===== config.mk =====
export PLATFORM = sky130hd
export DESIGN_NAME = kissp_ctrl
export DESIGN_NICKNAME = d
export VERILOG_FILES = /design/src/rtl/kissp_ctrl.sv
export SDC_FILE = /design/constraint.sdc
export NUM_CORES = 1
export LEC_CHECK = 0
export ABC_AREA = 1
export BUFFER_PORTS_ARGS = -buffer_cell sky130_fd_sc_hd__buf_2
export CAP_MARGIN = 10
export CORE_ASPECT_RATIO = 0.75
export CORE_MARGIN = 8
export CORE_UTILIZATION = 47
export CTS_BUF_LIST = sky130_fd_sc_hd__clkbuf_8
export DETAILED_ROUTE_END_ITERATION = 8
export PLACE_DENSITY = 0.9
export REMOVE_ABC_BUFFERS = 1
export SLEW_MARGIN = 10
export SYNTH_ARGS = -nofsm -noshare
export SYNTH_HDL_FRONTEND = slang
export SYNTH_SLANG_ARGS = --single-unit
export TNS_END_PERCENT = 30

===== constraint.sdc =====
create_clock -name clk -period 2.75 [get_ports clk]
set_input_delay 0 -clock clk [delete_from_list [all_inputs] [get_ports clk]]
set_output_delay 0 -clock clk [all_outputs]
set_load 0.02 [all_outputs]

===== src/rtl/kissp_ctrl.sv =====
// kissp_ctrl: multi-cycle controller for a small load/store machine.
// Each instruction takes FETCH, DECODE, EXEC and WB; the memory and register file are external.
module kissp_ctrl (
    input  logic        clk,
    input  logic        rst,
    input  logic        start,
    output logic        halted,
    output logic        retire,
    output logic [31:0] pc,
    output logic        mem_w,
    output logic [31:0] mem_addr,
    output logic [31:0] mem_w_v,
    input  logic [31:0] mem_r_v,
    output logic        reg_w,
    output logic [4:0]  reg_dst,
    output logic [4:0]  reg_src1,
    output logic [4:0]  reg_src2,
    output logic [31:0] reg_w_v,
    input  logic [31:0] src1_v,
    input  logic [31:0] src2_v,
    input  logic [31:0] src3_v,
    output logic        alu_op,
    input  logic [31:0] alu_out
);

    typedef enum logic [2:0] {
        StIdle,
        StFetch,
        StDecode,
        StExec,
        StWb,
        StHalt
    } state_e;

    state_e      state_q, state_d;
    logic [31:0] pc_q, pc_d;
    logic [31:0] ir_q, ir_d;
    logic [31:0] a_q, a_d;
    logic [31:0] b_q, b_d;
    logic [31:0] c_q, c_d;
    logic [31:0] r_q, r_d;

    logic [1:0]  cls;
    logic        aop;
    logic [14:0] imm;
    logic [31:0] imm_sext;
    logic        is_alu, is_load, is_store, is_ctl, is_halt, is_branch;
    logic        in_wb;

    assign cls       = ir_q[31:30];
    assign aop       = ir_q[29];
    assign imm       = ir_q[29:15];
    assign imm_sext  = {{17{imm[14]}}, imm};
    assign is_alu    = (cls == 2'b00);
    assign is_load   = (cls == 2'b01);
    assign is_store  = (cls == 2'b10);
    assign is_ctl    = (cls == 2'b11);
    assign is_halt   = is_ctl && (imm == 15'd0);
    assign is_branch = is_ctl && (imm != 15'd0);
    assign in_wb     = (state_q == StWb);

    always_ff @(posedge clk) begin
        if (rst) begin
            state_q <= StIdle;
            pc_q    <= 32'd0;
            ir_q    <= 32'd0;
            a_q     <= 32'd0;
            b_q     <= 32'd0;
            c_q     <= 32'd0;
            r_q     <= 32'd0;
        end else begin
            state_q <= state_d;
            pc_q    <= pc_d;
            ir_q    <= ir_d;
            a_q     <= a_d;
            b_q     <= b_d;
            c_q     <= c_d;
            r_q     <= r_d;
        end
    end

    always_comb begin
        state_d = state_q;
        pc_d    = pc_q;
        ir_d    = ir_q;
        a_d     = a_q;
        b_d     = b_q;
        c_d     = c_q;
        r_d     = r_q;
        unique case (state_q)
            StIdle: begin
                if (start) begin
                    state_d = StFetch;
                end
            end
            StFetch: begin
                ir_d    = mem_r_v;
                state_d = StDecode;
            end
            StDecode: begin
                a_d     = src1_v;
                b_d     = src2_v;
                c_d     = src3_v;
                state_d = StExec;
            end
            StExec: begin
                r_d     = alu_out;
                state_d = StWb;
            end
            StWb: begin
                if (is_halt) begin
                    state_d = StHalt;
                end else begin
                    state_d = StFetch;
                    // Branch offset is relative to the branch's own address.
                    if (is_branch && (a_q == 32'd0)) begin
                        pc_d = pc_q + imm_sext;
                    end else begin
                        pc_d = pc_q + 32'd1;
                    end
                end
            end
            StHalt: begin
                state_d = StHalt;
            end
            default: begin
                state_d = StIdle;
            end
        endcase
    end

    always_comb begin
        pc       = pc_q;
        halted   = (state_q == StHalt);
        retire   = in_wb;
        reg_src1 = ir_q[9:5];
        reg_src2 = ir_q[4:0];
        reg_dst  = ir_q[14:10];
        alu_op   = (state_q == StExec) && is_alu && aop;
        mem_addr = pc_q;
        if (in_wb && (is_load || is_store)) begin
            mem_addr = a_q;
        end
        mem_w    = in_wb && is_store;
        mem_w_v  = b_q;
        reg_w    = in_wb && (is_alu || is_load);
        reg_w_v  = is_load ? mem_r_v : r_q;
    end

endmodule

==> metrics, run 1 <==
status=finished with violations; failing checks=setup timing; WL final=43.7 mm; WHS Path Cells=4; FF-to-FF setup slack=-360 ps; Post-Synthesis Cell Area=0.00898 mm^2; YS warnings=0; Synth Flop Type=dfxtp_1; Yosys top cell area share=36.4%; sequential cell area fraction in the yosys report=36.4%; clk buf depth=2; vias in the first global route=11,807; most instantiated library cell after synthesis=nand2_1; Root Driver=clkbuf_8; Yosys top cell by area=dfxtp_1; drc violations=0; # rows=43; Min Clock Period, post-route=3110 ps; synth unique cells=34; CP max stage cell=dfxtp_1; Post-Syn Area per Cell=6.46 um^2; Die Area=0.0238 mm^2; I/O Pins=311; initial DRC count=1,489; critical path arrival=3490 ps; Slew Limit Headroom=52.8%; largest net degree at the start of global routing=77; CTS tree=built; FF-to-FF Start=ir_q[27]$_SDFFE_PP0P_; Worst Slack Setup Final=-363 ps; share of cells above drive strength 1=33.7%; Final GP Congestion=0.962; Tightest Pin Transition=708 ps; port bufs=278; CP Cell Sequence=inv_1, nand2_1, nor2_2, nand2_1, nor2_4, nor2_4, nand2_4, buf_8, nor2_4, ha_4, nand2_2, buf_4, nor2_4, nand2_1, nand2_2, nand2_4, nand2_4, nand2_2, nand2_2, inv_1, nand2_1, nand3_1, nand2_1, inv_1; worst hold slack=107 ps; startpoint class of the critical path=flop; fin area=0.0139 mm^2; htree depth=4; maximum vdd ir drop=392 uV; Worst Hold Endpoint=a_q[16]$_SDFFE_PP0P_; CTS clk-pin slew, worst paths=110 ps; DP HPWL=23.9 mm; R2R Path End=pc[31]$_SDFFE_PP0P_; maxcap violations=0; area added between synthesis and finish=55.1%; worst clock skew=21.4 ps; Setup TNS Final=-5090 ps; Setup crit end kind=flop; worst skew pair latency=490 ps; hold crit path type=in -> reg; CP max stage delay=330 ps; Leakage Power=0.00667 uW; RSZ-0062 raised after global routing=true; Synth top cells by count=nand2_1, nor2_1, dfxtp_1; final worst-path cycle share=113%; #FFs+latches synth=163; Mapped Cells=1,389; top area cells in the synthesized netlist=dfxtp_1, nand2_1, o21ai_0; Post-synth EDFFs=0; Register-to-Register Path Depth=24; initial antenna violation count=3; Chip Height=136 um; Die Wd=176 um; critical-path maximum fanout=7; Final setup viols=25; total number of vias=12,293; Core ar.=0.0186 mm^2; ANT nets after route=0; FILL cells=1,271; GRT overflow=0; nets=2,051; routed len/inst=20.7 um; Async S/R FF share, synth=0%; most used cell, CP=nand2_1; first-pass GRT wire length=61.9 mm; Placed Area=0.0111 mm^2; clock sinks=163; initial core utilization=48.2%; Tot GR Track Use=32.5%; power density cells=446 mW/mm^2; Fmax=321 MHz; Finished Layout Cells=2,115; first drt pass iteration count=9; CTS buffer count=17; required time of the worst setup path=3130 ps; crit path kind=reg -> reg; Design Power=6210 uW; fin. max-slew vios=0; Via density=5.81; Placed Cells=1,935; Hold Crit Start=rst; final hold viol count=0
==> flip-flops by register name, indices dropped and copies added, names as in the netlist <==
register  flops
pc           32
state_q       3
r_q          32
a_q          32
mem_w_v      32
ir_q         32
==> metal layers <==
layer | up-vias | track usage, % | part of all wire [%]
met3 | 299 | 10.9 | 13
met5 | - | 0 | 0
met4 | 0 | 17.8 | 6.6
met1 | 5534 | 37.7 | 36
met2 | 1102 | 52.5 | 44
li1 | 5358 | - | -
==> cell families after synthesis <==
logic type      synth area share [%]
compound gates                  18.0
flops                           36.4
xor+xnor                        1.37
simple gates                    27.9
fa+ha+maj                       5.10
buf+inv                         11.3
==> worst max path at each step <==
stage          slack (ps)                   from             endpoint
2_1_floorplan         160  ir_q[30]$_SDFFE_PP0P_  pc[29]$_SDFFE_PP0P_
3_3_place_gp         -470  ir_q[30]$_SDFFE_PP0P_  pc[31]$_SDFFE_PP0P_
3_5_place_dp         -520  ir_q[30]$_SDFFE_PP0P_  pc[19]$_SDFFE_PP0P_
4_1_cts               -10  ir_q[31]$_SDFFE_PP0P_  pc[25]$_SDFFE_PP0P_
5_1_grt              -490  ir_q[27]$_SDFFE_PP0P_  pc[27]$_SDFFE_PP0P_
6_report             -360  ir_q[27]$_SDFFE_PP0P_  pc[31]$_SDFFE_PP0P_
==> through the flow <==
| stage | worst slack, ps | utilization [%] |
|---|---|---|
| after floorplan | 158 | - |
| after global placement | -472 | 59.5 |
| after detailed placement | -519 | 59.5 |
| after CTS | -13.8 | 71.5 |
| after global routing | -490 | 74.8 |
| final | -363 | 74.8 |
==> critical path: cells and delay by family (launching register included) <==
family,cells,cell delay [ps]
simple gates,18,1890
buf+inv,5,510
flops,1,330
fa+ha+maj,1,280
==> layout by cell type, fill, tap and decap left out, drive strengths merged, types with 2 or more instances in the layout <==
cell / n
nor2: 191
nand4: 5
inv: 166
dlygate4sd3: 129
nand3: 69
buf: 396
clkinvlp: 2
ha: 35
o21ai: 156
nand2: 343
clkbuf: 17
a21oi: 146
dfxtp: 163
diode: 3
clkinv: 6
nand3b: 2
xor2: 7
a31oi: 2
a21o: 3
o21bai: 6
nor3: 9
xnor2: 7
a211oi: 2
==> where the power goes <==
| part | switching [uW] | internal [uW] |
|---|---|---|
| logic | 1070 | 644 |
| registers | 142 | 2560 |
| clock network | 1120 | 682 |
==> timing repair <==
item                                    CTS  global route
pin swaps                                31            60
endpoints found under the setup margin   27            27
gates resized for setup                 107           139
setup buffers                             5            11
gates cloned                              1             0
endpoints found under the hold margin   129             0
hold buffers                            129             0
==> area by class of cell <==
class | instances | area [um^2] | share of cell area [%]
Timing Repair Buffer | 525 | 3650 | 26.2
Multi-Input combinational cell | 986 | 5690 | 40.9
Inverter | 159 | 604 | 4.34
Sequential cell | 163 | 3270 | 23.5
Clock buffer | 17 | 234 | 1.68
Antenna cell | 3 | 7.51 | 0.0539
Tap cell | 247 | 309 | 2.22
Clock inverter | 15 | 163 | 1.17
(Power assumes the default switching activity.)
==> inputs of run 2 (changes only) <==
--- a/config.mk
+++ b/config.mk
@@ -15,2 +15,3 @@
 export DETAILED_ROUTE_END_ITERATION = 8
+export GPL_TIMING_DRIVEN = 0
 export PLACE_DENSITY = 0.9
==> constraint.sdc (replaced) <==
create_clock -name clk -period 2.75 [get_ports clk]
set_input_delay 0.1375 -clock clk [delete_from_list [all_inputs] [get_ports clk]]
set_output_delay 0.1375 -clock clk [all_outputs]
set_load 0.02 [all_outputs]
==> run 2 against run 1 <==
The flow still finishes with violations (setup timing). Die area is the same. Routed wire length shrank 12%. Worst hold slack lost 76 ps. Cell count shrank 4.3%. Combinational power shrank 5%. Flip-flop and latch count is the same. Critical path depth shrank 4. Core utilization shrank 3.4 points. Global-route usage shrank 2.1 points. Fmax grew 6.5%. Non-clock buffer count shrank 92. Via count shrank 7.4%.
==> metrics, run 2 (synthesized netlist as in run 1, its figures left out) <==
Min Clock Period, post-route=2920 ps; area added between synthesis and finish=48.1%; share of cells above drive strength 1=30.3%; Placed Cells=1,836; startpoint class of the critical path=flop; Chip Height=136 um; Setup crit end kind=flop; Design Power=6280 uW; Fmax=342 MHz; Leakage Power=0.00622 uW; drc violations=0; status=finished with violations; met2 Use GR=49.2%; Root Driver=clkbuf_8; final core utilization=71.4%; power density cells=473 mW/mm^2; CP top delay family=simple AND/OR/NAND/NOR gates; commonest non-fill, non-tap cells in the layout=nand2_1, buf_2, dfxtp_1; pre-CTS setup slack=-712 ps; failing checks=setup timing; Die Wd=176 um; critical-path maximum fanout=6; critical path arrival=3300 ps; hold crit path type=in -> reg; CP max stage cell=dfxtp_2; final hold viol count=0; fin. max-slew vios=0; GRT overflow=0; first-pass GRT wire length=58.2 mm; DP HPWL=22.1 mm; first drt pass iteration count=6; commonest non-fill, non-tap cell in the layout=nand2_1; RSZ-0062 raised after global routing=true; port bufs=278; Via density=5.62; M3 GR Usage=9.81%; Die Area=0.0238 mm^2; WL final=38.5 mm; Worst Slack Setup Final=-174 ps; GR Layer Usage met1=36.1%; nets=1,962; required time of the worst setup path=3130 ps; routed len/inst=19.0 um; CP max stage delay=330 ps; clk buf depth=2; Core ar.=0.0186 mm^2; Finished Layout Cells=2,025; initial antenna violation count=1; maxcap violations=0; Final setup viols=18; vias in the first global route=11,040; final worst-path cycle share=106%; CTS clk-pin slew, worst paths=100 ps; maximum vdd ir drop=310 uV; CTS buffer count=17; largest net degree at the start of global routing=79; CP Cell Sequence=inv_2, nand2_1, nor2_2, nand2_2, nor2_4, nor2_4, nand3_4, clkinvlp_4, buf_12, buf_4, ha_4, nand2_4, inv_1, nand2_2, nor3_4, nand3_2, nand3_1, nand2_1, nor2_2, nor2_1; Final GP Congestion=0.898; CTS tree=built; Setup TNS Final=-1790 ps; total number of vias=11,384; I/O Pins=311; WP buf/inv=5; initial core utilization=48.2%; htree depth=4; ANT nets after route=0; crit path kind=reg -> reg; worst skew pair latency=490 ps; busiest grt layer=met2; Tightest Pin Transition=1290 ps; worst clock skew=21.5 ps; Tot GR Track Use=30.4%; Slew Limit Headroom=14.2%; initial DRC count=1,184; # rows=43; clock sinks=163
## run 2: changes by cell type in the layout (fill, tap and decap cells not counted), sizes merged
cell         change
diode            -1
buf             -91
clkinv           +1
bufinv           +1
inv              -2
dlygate4sd3      -1
nor2             +1
clkinvlp         +2
## run 2: path summary, 6_finish.rpt
kind / cells after the start / from / slack [ps] / to
worst max-delay path: 20 / ir_q[24]$_SDFFE_PP0P_ / -170 / pc[27]$_SDFFE_PP0P_
worst min-delay path: 3 / mem_r_v[15] / 30 / ir_q[15]$_SDFFE_PP0P_
worst max register to register: 20 / ir_q[24]$_SDFFE_PP0P_ / -170 / pc[27]$_SDFFE_PP0P_
worst min register to register: 2 / ir_q[5]$_SDFFE_PP0P_ / 450 / ir_q[5]$_SDFFE_PP0P_
## run 2: routing by layer
| metal | wire length (um) | share of wire (%) |
|---|---|---|
| met1 | 14800 | 38 |
| met2 | 17700 | 46 |
| met3 | 4140 | 11 |
| met4 | 1870 | 4.8 |
| met5 | 0 | 0 |
## run 2: worst register-to-register path, stage by stage, from the launching register on
cell and delay, ps:
dfxtp_2 330, inv_2 70, nand2_1 70, nor2_2 170, nand2_2 90, nor2_4 170, nor2_4 90, nand3_4 140
clkinvlp_4 140, buf_12 160, buf_4 150, ha_4 310, nand2_4 70, inv_1 80, nand2_2 100, nor3_4 210
nand3_2 100, nand3_1 80, nand2_1 60, nor2_2 190, nor2_1 60
## run 2: power by group
part / internal [uW] / switching (uW)
Clock: 797 / 1170
Sequential: 2560 / 139
Combinational: 593 / 1030
Total: 3950 / 2340
## run 2: area by class of cell
type	instances	area [um^2]
multi-input combinational	987	5660
clock buffer	17	234
sequential	163	3280
inverter	159	612
timing repair buffer	433	2980
timing repair inverter	2	15.0
fill	1311	5320
antenna	2	5.00
clock inverter	15	208
tap	247	309
## run 2: stage by stage
stage,hold WS (ps),instance area (um^2)
final,31.7,13300
after global routing,56.0,13300
after CTS,8.75,12600
after detailed placement,393,10300
after global placement,388,10300
after floorplan,207,8560
## run 2: timing repair
| action | in CTS | in global routing |
|---|---|---|
| endpoints found under the setup margin | 127 | 66 |
| hold endpoints to repair | 128 | 0 |
| pin swaps | 21 | 48 |
| gates cloned | 2 | 1 |
| gates resized for setup | 110 | 137 |
| buffers inserted | 13 | 11 |
| hold buffers | 128 | 0 |
==> inputs of run 3 (changes only) <==
--- a/config.mk
+++ b/config.mk
@@ -9,3 +9,2 @@
 export BUFFER_PORTS_ARGS = -buffer_cell sky130_fd_sc_hd__buf_2
-export CAP_MARGIN = 10
 export CORE_ASPECT_RATIO = 0.75
@@ -15,3 +14,3 @@
 export DETAILED_ROUTE_END_ITERATION = 8
-export GPL_TIMING_DRIVEN = 0
+export GPL_TIMING_DRIVEN = 1
 export PLACE_DENSITY = 0.9
==> constraint.sdc (replaced) <==
create_clock -name clk -period 2.75 [get_ports clk]
set_input_delay 0.275 -clock clk [delete_from_list [all_inputs] [get_ports clk]]
set_output_delay 0.275 -clock clk [all_outputs]
set_load 0.02 [all_outputs]
==> run 3 against run 2 <==
The flow still finishes with violations (setup timing). Worst hold slack better by 17 ps. Setup slack better by 68 ps. Design area shrank 4.4%. Largest power group unchanged.
==> metrics, run 3 (synthesized netlist as in run 1, its figures left out) <==
routed len/inst=17.2 um; required time of the worst setup path=3120 ps; Setup crit end kind=flop; first drt pass iteration count=5; worst skew pair latency=470 ps; CP top delay family=simple AND/OR/NAND/NOR gates; drc violations=0; port bufs=278; CTS tree=built; area added between synthesis and finish=41.7%; FILL cells=1,470; CTS buffer count=17; initial antenna violation count=2; most used cell, CP=nand2_2; Die Area=0.0238 mm^2; largest net degree at the start of global routing=90; I/O Pins=311; Final GP Congestion=0.944; CP max stage cell=dfxtp_1; Setup TNS Final=-620 ps; Die Wd=176 um; maxcap violations=0; first-pass GRT wire length=47.5 mm; CTS clk-pin slew, worst paths=100 ps; final hold viol count=0; Chip Height=136 um; final core utilization=68.3%; Final setup viols=11; worst clock skew=16.8 ps; maximum vdd ir drop=375 uV; Worst Slack Setup Final=-106 ps; pre-CTS setup slack=-187 ps; WP buf/inv=6; Hold Buf Count CTS=0; Root Driver=clkbuf_8; vias in the first global route=9,585; nets=1,913; Tightest Pin Transition=704 ps; total number of vias=10,640; clk buf depth=2; clock sinks=163; critical-path maximum fanout=7; critical path arrival=3230 ps; htree depth=4; WL final=34.1 mm; GRT overflow=0; status=finished with violations; share of cells above drive strength 1=36.3%; failing checks=setup timing; DP HPWL=22.9 mm; Leakage Power=0.00617 uW; startpoint class of the critical path=flop; Slew Limit Headroom=53.1%; CP Cell Sequence=inv_1, nand2_1, nor2_2, nand2_2, nor2_4, nor2_4, nand3_2, inv_4, clkbuf_16, ha_4, buf_6, nand2_8, nor2_4, nand2_2, nor3b_2, nand2_2, nand2_2, inv_2, nand2_2, nand3_2, nand2_1, inv_1; commonest non-fill, non-tap cells in the layout=nand2_1, buf_2, dfxtp_1; Core ar.=0.0186 mm^2; initial core utilization=48.2%; initial DRC count=999; RSZ-0062 raised after global routing=true; Tot GR Track Use=24.5%; commonest non-fill, non-tap cell in the layout=nand2_1; power density cells=468 mW/mm^2; Design Power=5950 uW; Via density=5.39; # rows=43; Min Clock Period, post-route=2860 ps; CP max stage delay=320 ps; fin. max-slew vios=0; hold crit path type=in -> reg; ANT nets after route=0; final worst-path cycle share=104%; crit path kind=reg -> reg; Fmax=350 MHz
==> run 3: final cells by class <==
cell class,count,area (um^2),share of cell area (%)
well taps,247,309,2.43
diodes,1,2.50,0.0197
inverters,159,602,4.73
clock inverters,14,160,1.26
multi-input cells,986,5810,45.7
repair buffers,387,2310,18.2
flip-flops and latches,163,3270,25.7
clock buffers,18,248,1.95
==> run 3: final timing paths <==
kind                            cells after the start  slack, ps                   from              endpoint
worst max-delay path                               22       -110  ir_q[26]$_SDFFE_PP0P_   pc[31]$_SDFFE_PP0P_
worst min-delay path                                3         50             alu_out[5]   r_q[5]$_SDFFE_PP0P_
worst max register to register                     22       -110  ir_q[26]$_SDFFE_PP0P_   pc[31]$_SDFFE_PP0P_
worst min register to register                      2        450   ir_q[7]$_SDFFE_PP0P_  ir_q[7]$_SDFFE_PP0P_
==> run 3: worst reg2reg max path: cells and delay by family (launching register included) <==
family | cells | cell delay, ps
DFF | 1 | 320
buffers and inverters | 6 | 500
adders and majority gates | 1 | 300
and+or+nand+nor | 15 | 1620
==> run 3: what timing repair did <==
| action | in CTS | in global routing |
|---|---|---|
| setup buffers | 1 | 10 |
| pin swaps | 12 | 80 |
| cloned | 0 | 2 |
| endpoints found under the setup margin | 24 | 38 |
| resized for setup | 53 | 217 |
==> run 3: routing by layer <==
layer	GRT usage [%]	vias to the layer above	share of wire (%)
met5	0	-	0.038
met1	29.9	4867	39
met2	39.8	596	47
met3	8.69	104	11
met4	8.17	2	3.3
li1	-	5071	-
==> run 3: metrics by stage <==
step	instances	cell area, um^2	hold WS (ps)
after global routing	1975	12700	38.6
after CTS	1963	11600	32.3
after detailed placement	1930	11100	434
final	1975	12700	48.6
after global placement	1930	11100	427
after floorplan	1308	8560	344
==> run 3: report_power, final <==
group / switching [uW] / internal (uW)
clock network: 1050 / 787
logic: 919 / 516
registers: 121 / 2550
total: 2090 / 3860
